==> config.mk <==
export PLATFORM = sky130hd
export DESIGN_NAME = uart_parity_engine
export DESIGN_NICKNAME = d
export VERILOG_FILES = /design/src/rtl/uart_parity_engine.sv
export SDC_FILE = /design/constraint.sdc
export NUM_CORES = 1
export LEC_CHECK = 0
export ABC_AREA = 0
export BUFFER_PORTS_ARGS = -buffer_cell sky130_fd_sc_hd__buf_2
export CAP_MARGIN = 25
export CORE_MARGIN = 8
export CORE_UTILIZATION = 38
export CTS_BUF_LIST = sky130_fd_sc_hd__clkbuf_4 sky130_fd_sc_hd__clkbuf_8
export CTS_CLUSTER_DIAMETER = 200
export CTS_CLUSTER_SIZE = 8
export DETAILED_ROUTE_END_ITERATION = 7
export PLACE_DENSITY_LB_ADDON = 0.3
export REMOVE_ABC_BUFFERS = 1
export SYNTH_ARGS = -nofsm -noshare
export SYNTH_HDL_FRONTEND = slang
export SYNTH_SLANG_ARGS = --single-unit
==> constraint.sdc <==
create_clock -name clk -period 2.86 [get_ports clk]
set_clock_uncertainty 0.15 [all_clocks]
set_input_delay 0.143 -clock clk [delete_from_list [all_inputs] [get_ports clk]]
set_output_delay 0.143 -clock clk [all_outputs]
set_load 0.005 [all_outputs]
==> src/rtl/uart_parity_engine.sv <==
// uart_parity_engine: registered UART parity generator with parallel (one-shot)
// and serial (bit-by-bit) modes, none/odd/even/mark/space types and a
// parity_valid pulse.
// Optional: define UART_PARITY_CHECK_EN to add parity_in/parity_err for
// reuse as an RX parity checker.
module uart_parity_engine #(
  parameter int unsigned DATA_WIDTH = 8,
  parameter int unsigned CNT_W      = 4
) (
  input  logic                  clk,
  input  logic                  rst,
  input  logic [2:0]            parity_type,
  input  logic [CNT_W-1:0]      data_len,
  input  logic                  serial_mode,
  input  logic                  start,
  input  logic [DATA_WIDTH-1:0] data_in,
  input  logic                  bit_valid,
  input  logic                  bit_in,
`ifdef UART_PARITY_CHECK_EN
  input  logic                  parity_in,
  output logic                  parity_err,
`endif
  output logic                  parity_en,
  output logic                  parity_out,
  output logic                  parity_valid,
  output logic                  busy
);

  typedef enum logic [0:0] {StIdle, StSerAcc} state_e;

  state_e           state_q, state_d;
  logic [2:0]       type_q, type_d;
  logic [CNT_W-1:0] len_q, len_d;
  logic [CNT_W-1:0] cnt_q, cnt_d;
  logic             acc_q, acc_d;
  logic             out_q, out_d;
  logic             valid_q, valid_d;
  logic             en_q, en_d;
`ifdef UART_PARITY_CHECK_EN
  logic             err_q, err_d;
`endif

  logic [CNT_W-1:0]      len_clamped;
  logic [DATA_WIDTH-1:0] mask;
  logic                  par_raw;
  logic                  done;
  logic                  raw;
  logic [2:0]            done_type;
  logic                  final_bit;
  logic                  final_en;

  // Out-of-range lengths fall back to the full word width
  always_comb begin
    if (data_len < CNT_W'(5) || data_len > CNT_W'(DATA_WIDTH)) begin
      len_clamped = CNT_W'(DATA_WIDTH);
    end else begin
      len_clamped = data_len;
    end
    mask = '0;
    for (int i = 0; i < DATA_WIDTH; i++) begin
      mask[i] = (CNT_W'(i) < len_clamped);
    end
    par_raw = ^(data_in & mask);
  end

  // Next-state: config latch, serial accumulation, completion
  always_comb begin
    state_d   = state_q;
    type_d    = type_q;
    len_d     = len_q;
    cnt_d     = cnt_q;
    acc_d     = acc_q;
    done      = 1'b0;
    raw       = 1'b0;
    done_type = type_q;
    unique case (state_q)
      StIdle: begin
        if (start) begin
          type_d = parity_type;
          len_d  = len_clamped;
          if (serial_mode) begin
            acc_d   = 1'b0;
            cnt_d   = '0;
            state_d = StSerAcc;
          end else begin
            done      = 1'b1;
            raw       = par_raw;
            done_type = parity_type;
          end
        end
      end
      StSerAcc: begin
        if (bit_valid) begin
          acc_d = acc_q ^ bit_in;
          cnt_d = cnt_q + CNT_W'(1);
          if (cnt_q + CNT_W'(1) == len_q) begin
            done    = 1'b1;
            raw     = acc_q ^ bit_in;
            cnt_d   = '0;
            state_d = StIdle;
          end
        end
      end
      default: state_d = StIdle;
    endcase
  end

  // Map raw parity to the final bit for the type in effect
  always_comb begin
    final_bit = 1'b0;
    final_en  = 1'b0;
    case (done_type)
      3'b001, 3'b011: begin final_bit = ~raw; final_en = 1'b1; end
      3'b010:         begin final_bit = raw;  final_en = 1'b1; end
      3'b100:         begin final_bit = 1'b1; final_en = 1'b1; end
      3'b101:         begin final_bit = 1'b0; final_en = 1'b1; end
      default:        begin final_bit = 1'b0; final_en = 1'b0; end
    endcase
  end

  // Result registers only move on completion; valid is a single-cycle pulse
  always_comb begin
    out_d   = out_q;
    en_d    = en_q;
    valid_d = done;
`ifdef UART_PARITY_CHECK_EN
    err_d   = err_q;
`endif
    if (done) begin
      out_d = final_bit;
      en_d  = final_en;
`ifdef UART_PARITY_CHECK_EN
      err_d = final_en & (parity_in != final_bit);
`endif
    end
  end

  // State and result registers, synchronous reset
  always_ff @(posedge clk) begin
    if (rst) begin
      state_q <= StIdle;
      type_q  <= '0;
      len_q   <= '0;
      cnt_q   <= '0;
      acc_q   <= 1'b0;
      out_q   <= 1'b0;
      valid_q <= 1'b0;
      en_q    <= 1'b0;
`ifdef UART_PARITY_CHECK_EN
      err_q   <= 1'b0;
`endif
    end else begin
      state_q <= state_d;
      type_q  <= type_d;
      len_q   <= len_d;
      cnt_q   <= cnt_d;
      acc_q   <= acc_d;
      out_q   <= out_d;
      valid_q <= valid_d;
      en_q    <= en_d;
`ifdef UART_PARITY_CHECK_EN
      err_q   <= err_d;
`endif
    end
  end

  assign parity_out   = out_q;
  assign parity_valid = valid_q;
  assign parity_en    = en_q;
  assign busy         = (state_q == StSerAcc);
`ifdef UART_PARITY_CHECK_EN
  assign parity_err   = err_q;
`endif

endmodule

Word level (Yosys, flattened, before mapping) --
Cells that the tools add are included.
Storage, ports and cells: bits in registers 16, output and inout port bits 4
Operators by class: $add $sub $neg 1, magnitude comparators 10, eq/ne operators 9, muxes and demuxes 30, bitwise gates (word level) 4, reductions and logical operators 6
Operators with widths (count):
- $mux W4 | 5
- $lt A3 B4 Y1 const A | 4
- $mux W1 | 16
- $mux W3 | 3
- $and A8 B8 Y8 | 1
- $lt A1 B4 Y1 const A | 2
- $lt A2 B4 Y1 const A | 2
- $pmux W1 S2 | 4
- $pmux W4 S2 | 1
- $reduce_xor A8 Y1 | 1
- $eq A3 B2 Y1 const B | 2
- $eq A3 B3 Y1 const B | 2
- $ne A2 B2 Y1 const B | 3
- $reduce_or A5 Y1 | 1
- $add A4 B1 Y4 const B | 1
- $eq A4 B4 Y1 | 1
- $gt A4 B4 Y1 const B | 1
- $lt A4 B3 Y1 const B | 1
- $eq A3 B1 Y1 const B | 1
- $pmux W1 S3 | 1
- $reduce_and A3 Y1 | 1
- $not A1 Y1 | 2
- $reduce_and A2 Y1 | 1
- $reduce_or A2 Y1 | 1
- other kinds (2) | 2

Longest topological paths before layout --
Gate-level depths: netlist of the first run.
word-level depth 11, mapped depth 7

Least setup slack after synthesis of the first run --
No wires, ideal clock.
path type register to register, from register state_q, in the netlist busy, to register out_q, in the netlist parity_out, arrival 1683 ps, setup slack 969 ps, stages on the path, launching flop included 8, buffers on the path 1, period minus slack after synthesis 1891 ps, cells stage by stage dfxtp_1 -> nand2b_1 -> buf_6 -> nor2_4 -> mux2_4 -> or4_1 -> o22ai_1 -> a211o_1
On the way: cells in the longest elaborated chain, start to end 4, elaborated cells between the ends (all ways) 11, those cells by class 4 x eq/ne; 4 x mux; 2 x bitwise; 1 x reduce/logical
RTL lines:
- start, declared | line 31 | state_e state_q, state_d;
- start signal, assigned | line 141 | state_q <= StIdle;
- start signal, assigned | line 153 | state_q <= state_d;
- $mux W3 / $not A1 Y1 (equally long branches)
- $eq A3 B1 Y1, or another cell as far along | line 112 | case (done_type)
- $reduce_or A2 Y1 / $not A1 Y1 (equally long branches) | line 112, 113
- $pmux W1 S3 | line 112
- end signal, assigned | line 158 | out_q <= out_d;
- end, declared | line 36 | logic out_q, out_d;
Parallel ways exist; a longest one is shown, timed or not. A chain may end at the register's enable or synchronous reset.

Final worst setup path of the first run --
from register cnt_q[0], to register state_q, in the netlist busy
On the way: cells in the longest elaborated chain, start to end 5
RTL lines:
- start, declared | line 34 | logic [CNT_W-1:0] cnt_q, cnt_d;
- start signal, assigned | line 156 | cnt_q <= cnt_d;
- $add A4 B1 Y4 | line 96 | if (cnt_q + CNT_W'(1) == len_q) begin
- $eq A4 B4 Y1 | line 96
- $mux W1 | line 96
- $mux W1 | line 93 | if (bit_valid) begin
- $pmux W1 S2 | line 76 | unique case (state_q)
No other way between the ends.

==> results.ini, run 1 <==
[floorplanning]
dieArea_um2=4370
die_w_um=66.1
io_pins=25
core-area_um2=2430
start_util=0.392
core.rowCount=18
fp.dieH_um=66.1

[place]
hpwl_um=1740
place_inst=163
gp_congestion=0.816
port_buffers=24
pre_cts_ws_ps=754

[timing]
setup_slack_ps=679
hold_viol_final=0
min_period_ps=2180
slew_headroom=0.734
fin_crit_sh=0.763
clock.fmax_ghz=0.458
holdWs_ps=20.3
tightest_slew_ps=399
setup_violations=0
setup_tns_ps=0
rsz0062_at_grt=false
slew_viol_final=0

[cts]
clkSinkCount=16
cts_tree=built
clockBufferDepth=2
post_cts_buffers=0
cts_buffers=3
cts_resized=0
cts_hold_buf=8
ctsRootBufferMaster=clkbuf_4
h-tree-depth=1
clkTransAtPathRegs_ps=100
clock_latency_ps=280

[min_path]
hp-class=in -> reg

[synth]
ys.warnings.count=0
synthFlopType=dfxtp_1
synth_top_area_frac=0.336
synthCells=111
synthTopCellsByCount=dfxtp_1, nand2_1, a21oi_1, nor2_1, xnor2_1
synth_cell_types=36
avgSynthCellArea_um2=8.60
yosysMostFrequentCell=dfxtp_1
ys_ff_latch=16
yosysTopAreaCell=dfxtp_1
syn_area_um2=955
yosysSeqAreaShare=0.336
synth_edf_count=0
synth_area_leaders=dfxtp_1, a21oi_1, xnor2_1
asyncSetResetFlopFracSynth=0

[detailed_routing]
wl_met1_um=1060
highest-signal-layer=met4
vias=870
viasPerCell=4.97
wirelength_um=2310
drc_errors=0
route.antenna.remaining_nets=0
wl_per_cell_um=13.2
first_pass_iters=4
drtIter0Drc=55
wl_met2_um=1160
wl_met3_um=69

[critical_path]
worst_setup_path_end_kind=flip-flop
cp_data_arrival_time_ps=2210
path_max_fanout=4
crit_required_ps=2890
worstSetupPathType=reg -> reg
cp-start-kind=flip-flop

[pwr]
power_frac_clock=0.289
seqPwrFrac=0.462
p_per_area_nw_per_um2=429
switching_power_uw=142
comb_power_share=0.250
vdd_drop_max_mv=0.206
p_int_uw=379
p_leak_nw=0.524
switching_share=0.272

[layout]
post_route_cells_drive_above_1_share=0.248
synthToLayoutAreaGrowth_pct=27.1
fill_cells=238
regArea_um2=320
insertedDiodeCount=0
fin_cells=175
final_util=0.499
multi_input_area_um2=612
num-nets-final=168

[grt]
antenna_found_initial=0
grt_usage=0.113
grt_pass1_vias=885
overflow=0
grt_max_degree=17
grt_pass1_wl_um=3920

[job]
drv_cap=0

[status]
status=finished clean

sequential cells by signal, summed over array words and instances, names as in the netlist:
signal,count
parity_en,1
parity_out,1
type_q,3
busy,1
parity_valid,1
cnt_q,4
acc_q,1
len_q,4
layout make-up:
class                   instances  area share
clock buffers                   4      0.0299
multi-input cells              92       0.504
flip-flops and latches         16       0.264
well taps                      30      0.0309
repair buffers                 33       0.171
path summary, 6_finish.rpt:
path,startpoint,end,slack [ps],depth (start not counted)
max reg2reg,cnt_q[0],busy,680,8
min,data_len[3],len_q[1],20,4
min reg2reg,len_q[1],len_q[1],330,2
max,cnt_q[0],busy,680,8
critical path: stages, from the launching register on:
cell           delay [ps]
dfxtp_1               430
ha_1                  290
xnor2_1               140
nand3_1               120
nor2_1                200
nand2_1                80
nand2_1                60
a21oi_1                50
dlygate4sd3_1         560
placed cells by master (no fill, tap or decap), types with 2 or more instances in the layout:
master,netlist,routed
nor3_1,5,5
nor2_1,12,12
dlygate4sd3_1,0,8
a21oi_1,12,12
nand2_1,13,13
nor2b_1,3,3
xor2_1,5,5
clkbuf_4,0,3
nand2b_1,2,2
xnor2_1,6,6
a211oi_1,2,2
buf_2,0,24
nand3_1,4,4
nand3b_1,3,3
dfxtp_1,16,16
a22oi_1,2,2
o21ai_0,4,4
layer usage:
metal / vias up / global-route usage
met5: - / 0
met4: 0 / 0.0400
met3: 2 / 0.0288
met2: 10 / 0.195
met1: 398 / 0.131
li1: 460 / -
power groups by stage:
stage	sequential, mW	clock, mW	combinational (mW)
3_5_place_dp	0.246	0	0.121
2_1_floorplan	0.245	0	0.0813
4_1_cts	0.241	0.156	0.130
5_1_grt	0.242	0.170	0.142
6_report	0.241	0.151	0.130
3_3_place_gp	0.245	0	0.119
through the flow:
| step | cell area, um2 | total power [mW] |
|---|---|---|
| after floorplan | 932 | 0.326 |
| after global placement | 1100 | 0.364 |
| after detailed placement | 1100 | 0.367 |
| after CTS | 1210 | 0.527 |
| after global routing | 1210 | 0.554 |
| final | 1210 | 0.521 |
logic make-up after synthesis:
group,Yosys count,share of synthesized area
AOI/OAI and AO/OA,28,0.185
xor gates and xnor gates,14,0.166
adders and majority gates,1,0.0131
buffers and inverters,3,0.0236
DFF,16,0.336
muxes,3,0.0380
and+or+nand+nor,46,0.239
Power figures use the tool's default switching activity.
==> run 2, diff against run 1 <==
--- a/config.mk
+++ b/config.mk
@@ -5,7 +5,7 @@
 export SDC_FILE = /design/constraint.sdc
 export NUM_CORES = 1
 export LEC_CHECK = 0
-export ABC_AREA = 0
+export ABC_AREA = 1
 export BUFFER_PORTS_ARGS = -buffer_cell sky130_fd_sc_hd__buf_2
 export CAP_MARGIN = 25
 export CORE_MARGIN = 8
==> constraint.sdc (replaced) <==
create_clock -name clk -period 1.82 [get_ports clk]
set_clock_uncertainty 0.15 [all_clocks]
set_input_delay 0.091 -clock clk [delete_from_list [all_inputs] [get_ports clk]]
set_output_delay 0.091 -clock clk [all_outputs]
set_load 0.005 [all_outputs]
==> run 2 against run 1 <==
Synthesized cell count rose by 28%. Die area fell by 0.39%. Clock power rose by 57%. Total power rose by 58%. Clock-buffer cell count did not move. Routed wire length fell by 3.9%. Critical path depth rose by 3. Setup slack got worse by 620 ps. Sequential power rose by 58%. First-iteration DRC count rose by 13%. Design area rose by 10%. Largest cell class unchanged.
==> results.ini, run 2 <==
[detailed_routing]
vias=981
viasPerCell=4.61
wl_per_cell_um=10.4
wirelength_um=2220
drc_errors=0
first_pass_iters=4
route.antenna.remaining_nets=0
drtIter0Drc=62

[synth]
synthFlopType=dfxtp_1
ys_ff_latch=16
avgSynthCellArea_um2=6.69
synth_top_area_frac=0.337
syn_area_um2=950
ys.warnings.count=0
synth_cell_types=25
yosysMostFrequentCell=nand2_1
synth_area_leaders=dfxtp_1, nand2_1, inv_1
yosysTopAreaCell=dfxtp_1
synth_edf_count=0
asyncSetResetFlopFracSynth=0
synthTopCellsByCount=nand2_1, inv_1, dfxtp_1
yosysSeqAreaShare=0.337
synthCells=142

[cts]
cts_tree=built
h-tree-depth=1
clockBufferDepth=2
ctsRootBufferMaster=clkbuf_4
clock_latency_ps=290
cts_buffers=3
clkSinkCount=16
clkTransAtPathRegs_ps=100

[floorplanning]
fp.dieH_um=66.0
core.rowCount=18
io_pins=25
die_w_um=66.0
dieArea_um2=4350
core-area_um2=2430
start_util=0.390

[timing]
holdWs_ps=9.68
min_period_ps=1760
slew_headroom=0.717
rsz0062_at_grt=true
slew_viol_final=0
tightest_slew_ps=424
setup_violations=0
fin_crit_sh=0.968
hold_viol_final=0
clock.fmax_ghz=0.567

[critical_path]
path_cells=ha_4 -> xor2_2 -> xor2_1 -> nor2_2 -> and2_4 -> nand2_2 -> nand2_2 -> inv_2 -> nor2_2 -> nand3_1 -> nand2_1
cp_data_arrival_time_ps=1850
cpPeakStageDelay_ps=370
critPathTopFamily=simple AND/OR/NAND/NOR gates
cp-start-kind=flip-flop
slowest_stage=dfxtp_4
crit_required_ps=1910
worstSetupPathType=reg -> reg
worst_setup_path_end_kind=flip-flop
crit_buf_inv=1
path_max_fanout=3

[layout]
top_regs=cnt_q x4, len_q x4, type_q x3
insertedDiodeCount=0
fill_cells=236
synthToLayoutAreaGrowth_pct=40.7
regArea_um2=329
layout_commonest_cell=nand2_1
layout_common_cells=nand2_1, buf_2, inv_1, a21oi_1, dfxtp_1
fin_cells=213
post_route_cells_drive_above_1_share=0.322
num-nets-final=206
multi_input_area_um2=579

[grt]
grt_pass1_wl_um=3840
grt_usage=0.108
grt_pass1_vias=970
grt_max_degree=14
antenna_found_initial=0
overflow=0

[job]
drv_cap=0

[pwr]
vdd_drop_max_mv=0.337
p_per_area_nw_per_um2=618
p_leak_nw=0.652

[place]
place_inst=196
hpwl_um=1710
port_buffers=24
gp_congestion=0.797

[min_path]
hp-class=in -> reg

[status]
status=finished clean

run 2: metal layers:
| layer | vias to the layer above | part of all wire | GRT usage |
|---|---|---|---|
| li1 | 527 | - | - |
| met1 | 425 | 0.48 | 0.126 |
| met2 | 24 | 0.44 | 0.180 |
| met3 | 5 | 0.056 | 0.0237 |
| met4 | 0 | 0.022 | 0.0560 |
| met5 | - | 0 | 0 |
run 2: layout make-up:
class | count | share of cell area
Inverter | 23 | 0.0646
Clock buffer | 4 | 0.0272
Timing Repair Buffer | 40 | 0.200
Tap cell | 30 | 0.0281
Sequential cell | 16 | 0.246
Multi-Input combinational cell | 100 | 0.434
run 2: through the flow:
| stage | cell area, um2 | power [mW] | setup WS (ps) | setup TNS (ps) | utilization |
|---|---|---|---|---|---|
| floorplan | 931 | 0.501 | -9.41 | -9.41 | - |
| global placement | 1110 | 0.559 | -25.1 | -25.1 | 0.457 |
| detailed placement | 1110 | 0.565 | -25.1 | -25.1 | 0.457 |
| CTS | 1270 | 0.821 | 3.63 | 0 | 0.522 |
| global route | 1340 | 0.872 | -66.7 | -91.0 | 0.549 |
| finish | 1340 | 0.825 | 57.5 | 0 | 0.549 |
run 2: power by group:
| group | total, mW | internal, mW | switching [mW] |
|---|---|---|---|
| Clock | 0.237 | 0.122 | 0.115 |
| Combinational | 0.207 | 0.0974 | 0.110 |
| Sequential | 0.381 | 0.367 | 0.0138 |
| Total | 0.825 | 0.586 | 0.239 |
run 2: worst paths after layout:
| path | startpoint | endpoint | slack (ps) | cells after the start |
|---|---|---|---|---|
| setup / recovery | cnt_q[0] | parity_out | 60 | 11 |
| hold / removal | data_len[3] | len_q[2] | 10 | 4 |
| setup reg to reg | cnt_q[0] | parity_out | 60 | 11 |
| hold reg to reg | acc_q | acc_q | 330 | 2 |
run 2: timing repair:
item	4_1_cts	5_1_grt
hold buffers	11	0
setup buffers	0	2
pin swaps	0	8
resized for setup	3	17
setup endpoints to repair	2	7
hold endpoints to repair	12	0
run 2: cells by family (layout without fill, tap and decap cells):
kind of cell,after synthesis,count (layout),share of synthesized area
and+or+nand+nor,64,64,0.299
AOI/OAI and AO/OA,25,25,0.140
buffers and inverters,26,67,0.111
DFF,16,16,0.337
xor gates and xnor gates,10,10,0.100
adders and majority gates,1,1,0.0132
run 2: worst reg2reg max path: cells and delay by family, from the launching register on:
family / cells / cell delay (ps)
and+or+nand+nor: 7 / 650
adders and majority gates: 1 / 160
xor gates and xnor gates: 2 / 320
buffers and inverters: 1 / 50
DFF: 1 / 370
